[src/rtl/ternary_neuron_seq_pkg.sv]
// ternary_pkg: weight codes, mode/state encodings and sizing/saturation helpers
// shared by the ternary neuron and its term datapath.
package ternary_pkg;
    localparam logic [1:0] W_ZERO = 2'b00;
    localparam logic [1:0] W_POS = 2'b01;
    localparam logic [1:0] W_NEG = 2'b11;

    typedef enum logic [1:0] {
        MODE_RAW  = 2'b00,
        MODE_RELU = 2'b01,
        MODE_STEP = 2'b10,
        MODE_SIGN = 2'b11
    } mode_e;

    // S_ACT holds the final sum for one cycle while the activation is registered.
    typedef enum logic [1:0] {
        S_IDLE,
        S_ACCUM,
        S_ACT,
        S_DONE
    } state_e;

    function automatic int acc_width(input int n, input int in_w, input int bias_w);
        int sum_w;
        sum_w = in_w + $clog2(n + 1);
        return (sum_w > bias_w ? sum_w : bias_w) + 1;
    endfunction

    function automatic logic signed [63:0] sat_to(input logic signed [63:0] s, input int w);
        logic signed [63:0] hi;
        logic signed [63:0] lo;
        hi = (64'sd1 <<< (w - 1)) - 64'sd1;
        lo = -(64'sd1 <<< (w - 1));
        return s > hi ? hi : (s < lo ? lo : s);
    endfunction
endpackage

[src/rtl/ternary_neuron_seq_if.sv]
// ternary_neuron_seq_if: request/response handshake bundle of the ternary neuron.
interface ternary_neuron_seq_if #(
    parameter int N_INPUTS = 8,
    parameter int IN_W     = 4,
    parameter int BIAS_W   = 8,
    parameter int OUT_W    = 8
);
    logic                        in_valid;
    logic                        in_ready;
    logic [N_INPUTS*IN_W-1:0]    in_data;
    logic [2*N_INPUTS-1:0]       weights;
    logic signed [BIAS_W-1:0]    bias;
    logic [1:0]                  mode;
    logic signed [OUT_W-1:0]     threshold;
    logic                        out_valid;
    logic                        out_ready;
    logic signed [OUT_W-1:0]     out_data;
    logic                        busy;

    modport master (
        output in_valid, in_data, weights, bias, mode, threshold, out_ready,
        input  in_ready, out_valid, out_data, busy
    );

    modport slave (
        input  in_valid, in_data, weights, bias, mode, threshold, out_ready,
        output in_ready, out_valid, out_data, busy
    );
endinterface

[src/rtl/ternary_neuron_seq_term.sv]
// ternary_term: maps a ternary weight code and an unsigned activation to a signed term
// (+in, -in or 0); codes 00 and 10 both contribute nothing.
module ternary_term
    import ternary_pkg::*;
#(
    parameter int IN_W  = 4,
    parameter int ACC_W = 9
) (
    input  logic [1:0]              code_i,
    input  logic [IN_W-1:0]         in_i,
    output logic signed [ACC_W-1:0] term_o
);
    logic signed [ACC_W-1:0] mag;

    assign mag    = signed'(ACC_W'(in_i));
    assign term_o = code_i == W_POS ? mag : (code_i == W_NEG ? -mag : '0);
endmodule

[src/rtl/ternary_neuron_seq.sv]
// ternary_neuron_seq: sequential ternary neuron; adds one weighted input per cycle onto
// the bias, then applies the latched activation mode and saturates to OUT_W.
module ternary_neuron_seq
    import ternary_pkg::*;
#(
    parameter int N_INPUTS = 8,
    parameter int IN_W     = 4,
    parameter int BIAS_W   = 8,
    parameter int OUT_W    = 8
) (
    input logic                 clk,
    input logic                 reset_n,
    ternary_neuron_seq_if.slave bus
);
    localparam int ACC_W = acc_width(N_INPUTS, IN_W, BIAS_W);
    localparam int IDX_W = $clog2(N_INPUTS);

    state_e                   state_q;
    logic [IDX_W-1:0]         idx_q;
    logic signed [ACC_W-1:0]  acc_q;
    logic signed [ACC_W-1:0]  term_w;
    logic [N_INPUTS*IN_W-1:0] data_q;
    logic [2*N_INPUTS-1:0]    w_q;
    mode_e                    mode_q;
    logic signed [OUT_W-1:0]  thr_q;
    logic signed [OUT_W-1:0]  out_data_q;
    logic signed [OUT_W-1:0]  act_d;
    logic                     in_ready_q;
    logic                     out_valid_q;
    logic                     busy_q;

    // Comparisons run in 64 bits so the threshold and the sum need no common width.
    function automatic logic signed [OUT_W-1:0] activate(
        input logic signed [ACC_W-1:0] s,
        input mode_e                   m,
        input logic signed [OUT_W-1:0] t
    );
        logic signed [63:0] sw;
        logic signed [63:0] tw;
        logic signed [63:0] te;
        sw = 64'(s);
        tw = 64'(t);
        te = tw < 64'sd0 ? 64'sd0 : tw;
        return OUT_W'(m == MODE_RAW  ? sat_to(sw, OUT_W) :
                      m == MODE_RELU ? (sw < 64'sd0 ? 64'sd0 : sat_to(sw, OUT_W)) :
                      m == MODE_STEP ? (sw > tw ? 64'sd1 : 64'sd0) :
                                       (sw > te ? 64'sd1 : (sw < -te ? -64'sd1 : 64'sd0)));
    endfunction

    ternary_term #(
        .IN_W  (IN_W),
        .ACC_W (ACC_W)
    ) u_term (
        .code_i (w_q[2*int'(idx_q) +: 2]),
        .in_i   (data_q[int'(idx_q)*IN_W +: IN_W]),
        .term_o (term_w)
    );

    assign act_d = activate(acc_q, mode_q, thr_q);

    always_ff @(posedge clk or negedge reset_n) begin
        if (!reset_n) begin
            state_q     <= S_IDLE;
            idx_q       <= '0;
            acc_q       <= '0;
            data_q      <= '0;
            w_q         <= '0;
            mode_q      <= MODE_RAW;
            thr_q       <= '0;
            out_data_q  <= '0;
            in_ready_q  <= 1'b1;
            out_valid_q <= 1'b0;
            busy_q      <= 1'b0;
        end else begin
            case (state_q)
                S_IDLE: if (bus.in_valid) begin
                    data_q     <= bus.in_data;
                    w_q        <= bus.weights;
                    mode_q     <= mode_e'(bus.mode);
                    thr_q      <= bus.threshold;
                    acc_q      <= ACC_W'(bus.bias);
                    idx_q      <= '0;
                    in_ready_q <= 1'b0;
                    busy_q     <= 1'b1;
                    state_q    <= S_ACCUM;
                end
                S_ACCUM: begin
                    acc_q <= acc_q + term_w;
                    idx_q <= idx_q + 1'b1;
                    if (idx_q == IDX_W'(N_INPUTS - 1)) state_q <= S_ACT;
                end
                S_ACT: begin
                    out_data_q  <= act_d;
                    out_valid_q <= 1'b1;
                    state_q     <= S_DONE;
                end
                S_DONE: if (bus.out_ready) begin
                    out_valid_q <= 1'b0;
                    in_ready_q  <= 1'b1;
                    busy_q      <= 1'b0;
                    state_q     <= S_IDLE;
                end
                default: state_q <= S_IDLE;
            endcase
        end
    end

    assign bus.in_ready  = in_ready_q;
    assign bus.out_valid = out_valid_q;
    assign bus.out_data  = out_data_q;
    assign bus.busy      = busy_q;
endmodule

[src/flat_wrapper.sv]
// flat-port wrapper written by rule: the top's interface ports become plain ports
module ternary_neuron_seq_flat import ternary_pkg::*;
#(
    parameter int N_INPUTS = 8,
    parameter int IN_W     = 4,
    parameter int BIAS_W   = 8,
    parameter int OUT_W    = 8
)
  (clk, reset_n, bus_in_valid, bus_in_data, bus_weights, bus_bias, bus_mode, bus_threshold, bus_out_ready, bus_in_ready, bus_out_valid, bus_out_data, bus_busy);
  ternary_neuron_seq_if #(.N_INPUTS(N_INPUTS), .IN_W(IN_W), .BIAS_W(BIAS_W), .OUT_W(OUT_W)) bus_i ();
  input logic clk;
  input logic reset_n;
  input wire logic [$bits(bus_i.in_valid)-1:0] bus_in_valid;
  input wire logic [$bits(bus_i.in_data)-1:0] bus_in_data;
  input wire logic [$bits(bus_i.weights)-1:0] bus_weights;
  input wire logic [$bits(bus_i.bias)-1:0] bus_bias;
  input wire logic [$bits(bus_i.mode)-1:0] bus_mode;
  input wire logic [$bits(bus_i.threshold)-1:0] bus_threshold;
  input wire logic [$bits(bus_i.out_ready)-1:0] bus_out_ready;
  output wire logic [$bits(bus_i.in_ready)-1:0] bus_in_ready;
  output wire logic [$bits(bus_i.out_valid)-1:0] bus_out_valid;
  output wire logic [$bits(bus_i.out_data)-1:0] bus_out_data;
  output wire logic [$bits(bus_i.busy)-1:0] bus_busy;
  assign bus_i.in_valid = bus_in_valid;
  assign bus_i.in_data = bus_in_data;
  assign bus_i.weights = bus_weights;
  assign bus_i.bias = bus_bias;
  assign bus_i.mode = bus_mode;
  assign bus_i.threshold = bus_threshold;
  assign bus_i.out_ready = bus_out_ready;
  assign bus_in_ready = bus_i.in_ready;
  assign bus_out_valid = bus_i.out_valid;
  assign bus_out_data = bus_i.out_data;
  assign bus_busy = bus_i.busy;
  ternary_neuron_seq #(.N_INPUTS(N_INPUTS), .IN_W(IN_W), .BIAS_W(BIAS_W), .OUT_W(OUT_W)) u_core (.clk(clk), .reset_n(reset_n), .bus(bus_i));
endmodule
[config.mk]
export PLATFORM = sky130hd
export DESIGN_NAME = ternary_neuron_seq_flat
export DESIGN_NICKNAME = d
export VERILOG_FILES = /design/src/rtl/ternary_neuron_seq_pkg.sv /design/src/rtl/ternary_neuron_seq_if.sv /design/src/rtl/ternary_neuron_seq_term.sv /design/src/rtl/ternary_neuron_seq.sv /design/src/flat_wrapper.sv
export SDC_FILE = /design/constraint.sdc
export NUM_CORES = 1
export LEC_CHECK = 0
export CORE_MARGIN = 2
export CORE_UTILIZATION = 55
export CTS_CLUSTER_SIZE = 28
export DETAILED_ROUTE_END_ITERATION = 7
export GPL_ROUTABILITY_DRIVEN = 0
export PLACE_DENSITY = 0.86
export SLEW_MARGIN = 40
export SYNTH_ARGS = -nofsm -noshare
export SYNTH_HDL_FRONTEND = slang
export SYNTH_SLANG_ARGS = --single-unit
[constraint.sdc]
create_clock -name clk -period 10.27 [get_ports clk]
set_input_delay 1.5405 -clock clk [delete_from_list [all_inputs] [get_ports clk]]
set_output_delay 1.5405 -clock clk [all_outputs]
set_load 0.02 [all_outputs]
==> metrics.yaml <==
clock_tree:
  clk_pin_slew_ps: 80
  cts_setup_buffers: 0
  cts_buffers: 9
  clockRootBuffer: "clkbuf_8"
  clockBufferDepth: 2
  htree_levels: 3
  clock-sinks: 83
  ctsResizeCount: 0
  clkLatencyLatePin_ps: 360
  cts_hold_buf: 0
  cts_tree: "built"
synthesis:
  synth_edf_count: 0
  synth_top_area_share_pct: 40.9
  synth_fp_nets: 559
  synth.yosys.seq_area_share_pct: 41.5
  synth.most_common_cell: "dfrtp_1"
  netlist_instances: 441
  async_flop_share_pct: 100
  syn_avg_cell_area_sq_um: 11.4
  ys.flop_type: "dfrtp_1"
  yosys-top-cells-count: "82 x dfrtp_1, 59 x mux2_2, 47 x ha_1"
  synth-warning-count: 0
  yosysTopAreaCell: "dfrtp_1"
  yosysUniqueCellTypes: 54
  syn_area_sq_um: 5010
  synth_seq_cells: 83
  synth_area_leaders: "dfrtp_1 41%, mux2_2 13%, ha_1 12%"
worst_setup_path:
  r2r_cells: 14
  cp.arrival_ps: 4300
  cp_common_cell: "ha_1"
  r2r_end: "u_core.acc_q[7]"
  critPathTopFamily: "compound AO/OA/AOI/OAI gates"
  crit_path_start_kind: "flip-flop"
  cp-end-kind: "flip-flop"
  crit_type: "reg2reg"
  r2r-start: "u_core.idx_q[0]"
  required_ps: 10510
  slowest_delay_ps: 780
  worstSetupPathDepth: 14
  cp_slowest_cell: "dfrtp_1"
  cp.buffers_inverters: 1
  worstPathMaxFanout: 13
  regToRegSetupSlack_ps: 6210
  crit_chain: "mux4_1 > mux2_2 > inv_1 > ha_1 > nor2_1 > a211oi_1 > ha_1 > a21o_1 > a21oi_1 > o21bai_1 > a2111oi_0 > nor3_1 > mux2i_1 > nand2_1"
grt:
  grt.overflow.total: 0
  grt_pass1_vias: 3803
  antenna_found_initial: 0
  grt_max_degree: 84
  grt_pass1_wl_microns: 18500
  track_usage_pct: 23.8
finish:
  regArea_sq_um: 2080
  nFillCells: 621
  n_antenna_cell: 0
  post_layout_nonfiller_instances: 632
  areaGrowthSynthToFinish_pct: 22.0
  drive_above_1_share_pct: 17.6
  final_area_sq_um: 6120
  multi_input_area_sq_um: 2770
  nets: 637
pwr:
  power.density_nw_per_um2: 350
  p_leak_nw: 2.72
  vdd_drop_max_mv: 0.155
floorplan:
  die_w_microns: 99.5
  die_h_microns: 99.5
  die_area_sq_um: 9890
  ios: 81
  start_util_pct: 57.2
  placementRows: 34
  core_sq_um: 8760
status:
  run_status: "finished clean"
placed_design:
  port_buffers: 80
  hpwl_microns: 8040
  placed_cells: 616
  dp_slack_ps: 6190
  placed_area_sq_um: 5890
min_path:
  min_delay_worst_endpoint: "u_core.w_q[3]"
  min_path_type: "reg2reg"
  hold_path_depth: 1
  hold_start: "u_core.w_q[3]"
sta:
  slew_viol_final: 0
  finalCritPeriodShare_pct: 39.5
  period_minus_slack_ps: 4060
  worstMarginPinSlew_ps: 784
  skew_ps: 15.3
  relSlewSlack_pct: 47.7
  finalHoldViolations: 0
  setup_viol: 0
  rsz0062_at_grt: "no"
  fmax_mhz: 247
  post-route-worst-setup-slack_ps: 6210
  fin_tns_setup_ps: 0
  holdWs_ps: 502
routing:
  drt-initial-drc-count: 139
  drc: 0
  antenna_left: 0
  dr.pass1.iters: 4
  vias_per_cell: 5.81
  dr_total_vias: 3669
  routedWlPerCell_microns: 17.4
  wl_microns: 11000
flow_run:
  maxCapViolations: 0
worst register-to-register path, cell delays in order, from the launching register on:
cell	delay, ps
dfrtp_1	780
mux4_1	650
mux2_2	280
inv_1	100
ha_1	140
nor2_1	40
a211oi_1	400
ha_1	320
a21o_1	160
a21oi_1	210
o21bai_1	120
a2111oi_0	390
nor3_1	120
mux2i_1	170
nand2_1	70
per-layer routing:
| layer | track usage, % | up-vias | wire length, microns |
|---|---|---|---|
| met3 | 3.44 | 11 | 382 |
| li1 | - | 1776 | - |
| met4 | 6.74 | 0 | 133 |
| met1 | 31.4 | 1806 | 5010 |
| met2 | 41.2 | 76 | 5480 |
| met5 | 0 | - | 0 |
final cells by class:
| type | count | share of cell area [%] |
|---|---|---|
| clock inverter | 7 | 1.66 |
| sequential | 83 | 34.0 |
| clock buffer | 9 | 2.02 |
| multi-input combinational | 317 | 45.2 |
| timing repair buffer | 81 | 13.3 |
| tap | 108 | 2.21 |
| inverter | 27 | 1.66 |
logic make-up after synthesis:
| family | synth area share (%) |
|---|---|
| and+or+nand+nor | 8.86 |
| DFF | 41.5 |
| muxes | 21.6 |
| AOI/OAI and AO/OA | 10.9 |
| adders and majority gates | 12.1 |
| buffers and inverters | 3.42 |
| xor gates and xnor gates | 1.57 |
registers in the layout, indices dropped and copies added, names as in the netlist:
signal / flops
u_core.idx_q: 3
u_core.thr_q: 8
u_core.data_q: 32
u_core.w_q: 16
u_core.bus.in_ready: 1
u_core.state_q: 2
u_core.bus.out_valid: 1
u_core.acc_q: 9
u_core.bus.out_data: 8
u_core.bus.busy: 1
u_core.mode_q: 2
how the worst max path moves through the flow:
stage / startpoint / end / slack (ps)
6_report: u_core.idx_q[0] / u_core.acc_q[7] / 6210
5_1_grt: u_core.idx_q[0] / u_core.acc_q[7] / 5920
4_1_cts: u_core.idx_q[0] / u_core.acc_q[7] / 6180
3_5_place_dp: u_core.idx_q[0] / u_core.acc_q[7] / 6190
3_3_place_gp: u_core.idx_q[0] / u_core.acc_q[7] / 6380
2_1_floorplan: u_core.idx_q[0] / u_core.acc_q[7] / 6790
power breakdown:
part           total (mW)  leakage, nW  internal, mW  switching [mW]
clock network       0.268        0.111         0.139           0.129
registers           0.642        0.992         0.490           0.152
logic                1.23         1.61         0.609           0.623
total                2.14         2.72          1.24           0.904
metrics by stage:
| stage | power (mW) | utilization (%) |
|---|---|---|
| after global routing | 2.33 | 69.8 |
| after detailed placement | 1.86 | 67.2 |
| after global placement | 1.78 | 67.2 |
| after floorplan | 1.55 | - |
| final | 2.14 | 69.8 |
| after CTS | 2.14 | 69.8 |
layout by cell type, fill, tap and decap left out, types with 3 or more instances in the layout:
master           synthesis  routed
dfrtp_1                 82      82
clkdlybuf4s50_1          0      79
mux2_2                  59      59
ha_1                    47      47
nor2_1                  31      31
nand2_1                 31      30
inv_1                   25      25
o21ai_0                 22      22
a21oi_1                 17      17
clkbuf_8                 0      10
mux2i_1                  8       8
mux4_2                   7       7
nand4_1                  7       7
nand3_1                  7       7
nor3_1                   6       6
o221ai_1                 6       6
mux4_1                   5       5
xnor2_1                  5       5
o21a_1                   5       5
a21o_1                   5       5
xor2_1                   4       4
nor2b_1                  4       4
a211oi_1                 3       3
and3_1                   3       3
o21bai_1                 3       3
No activity file was read; power rests on OpenSTA's default activity.
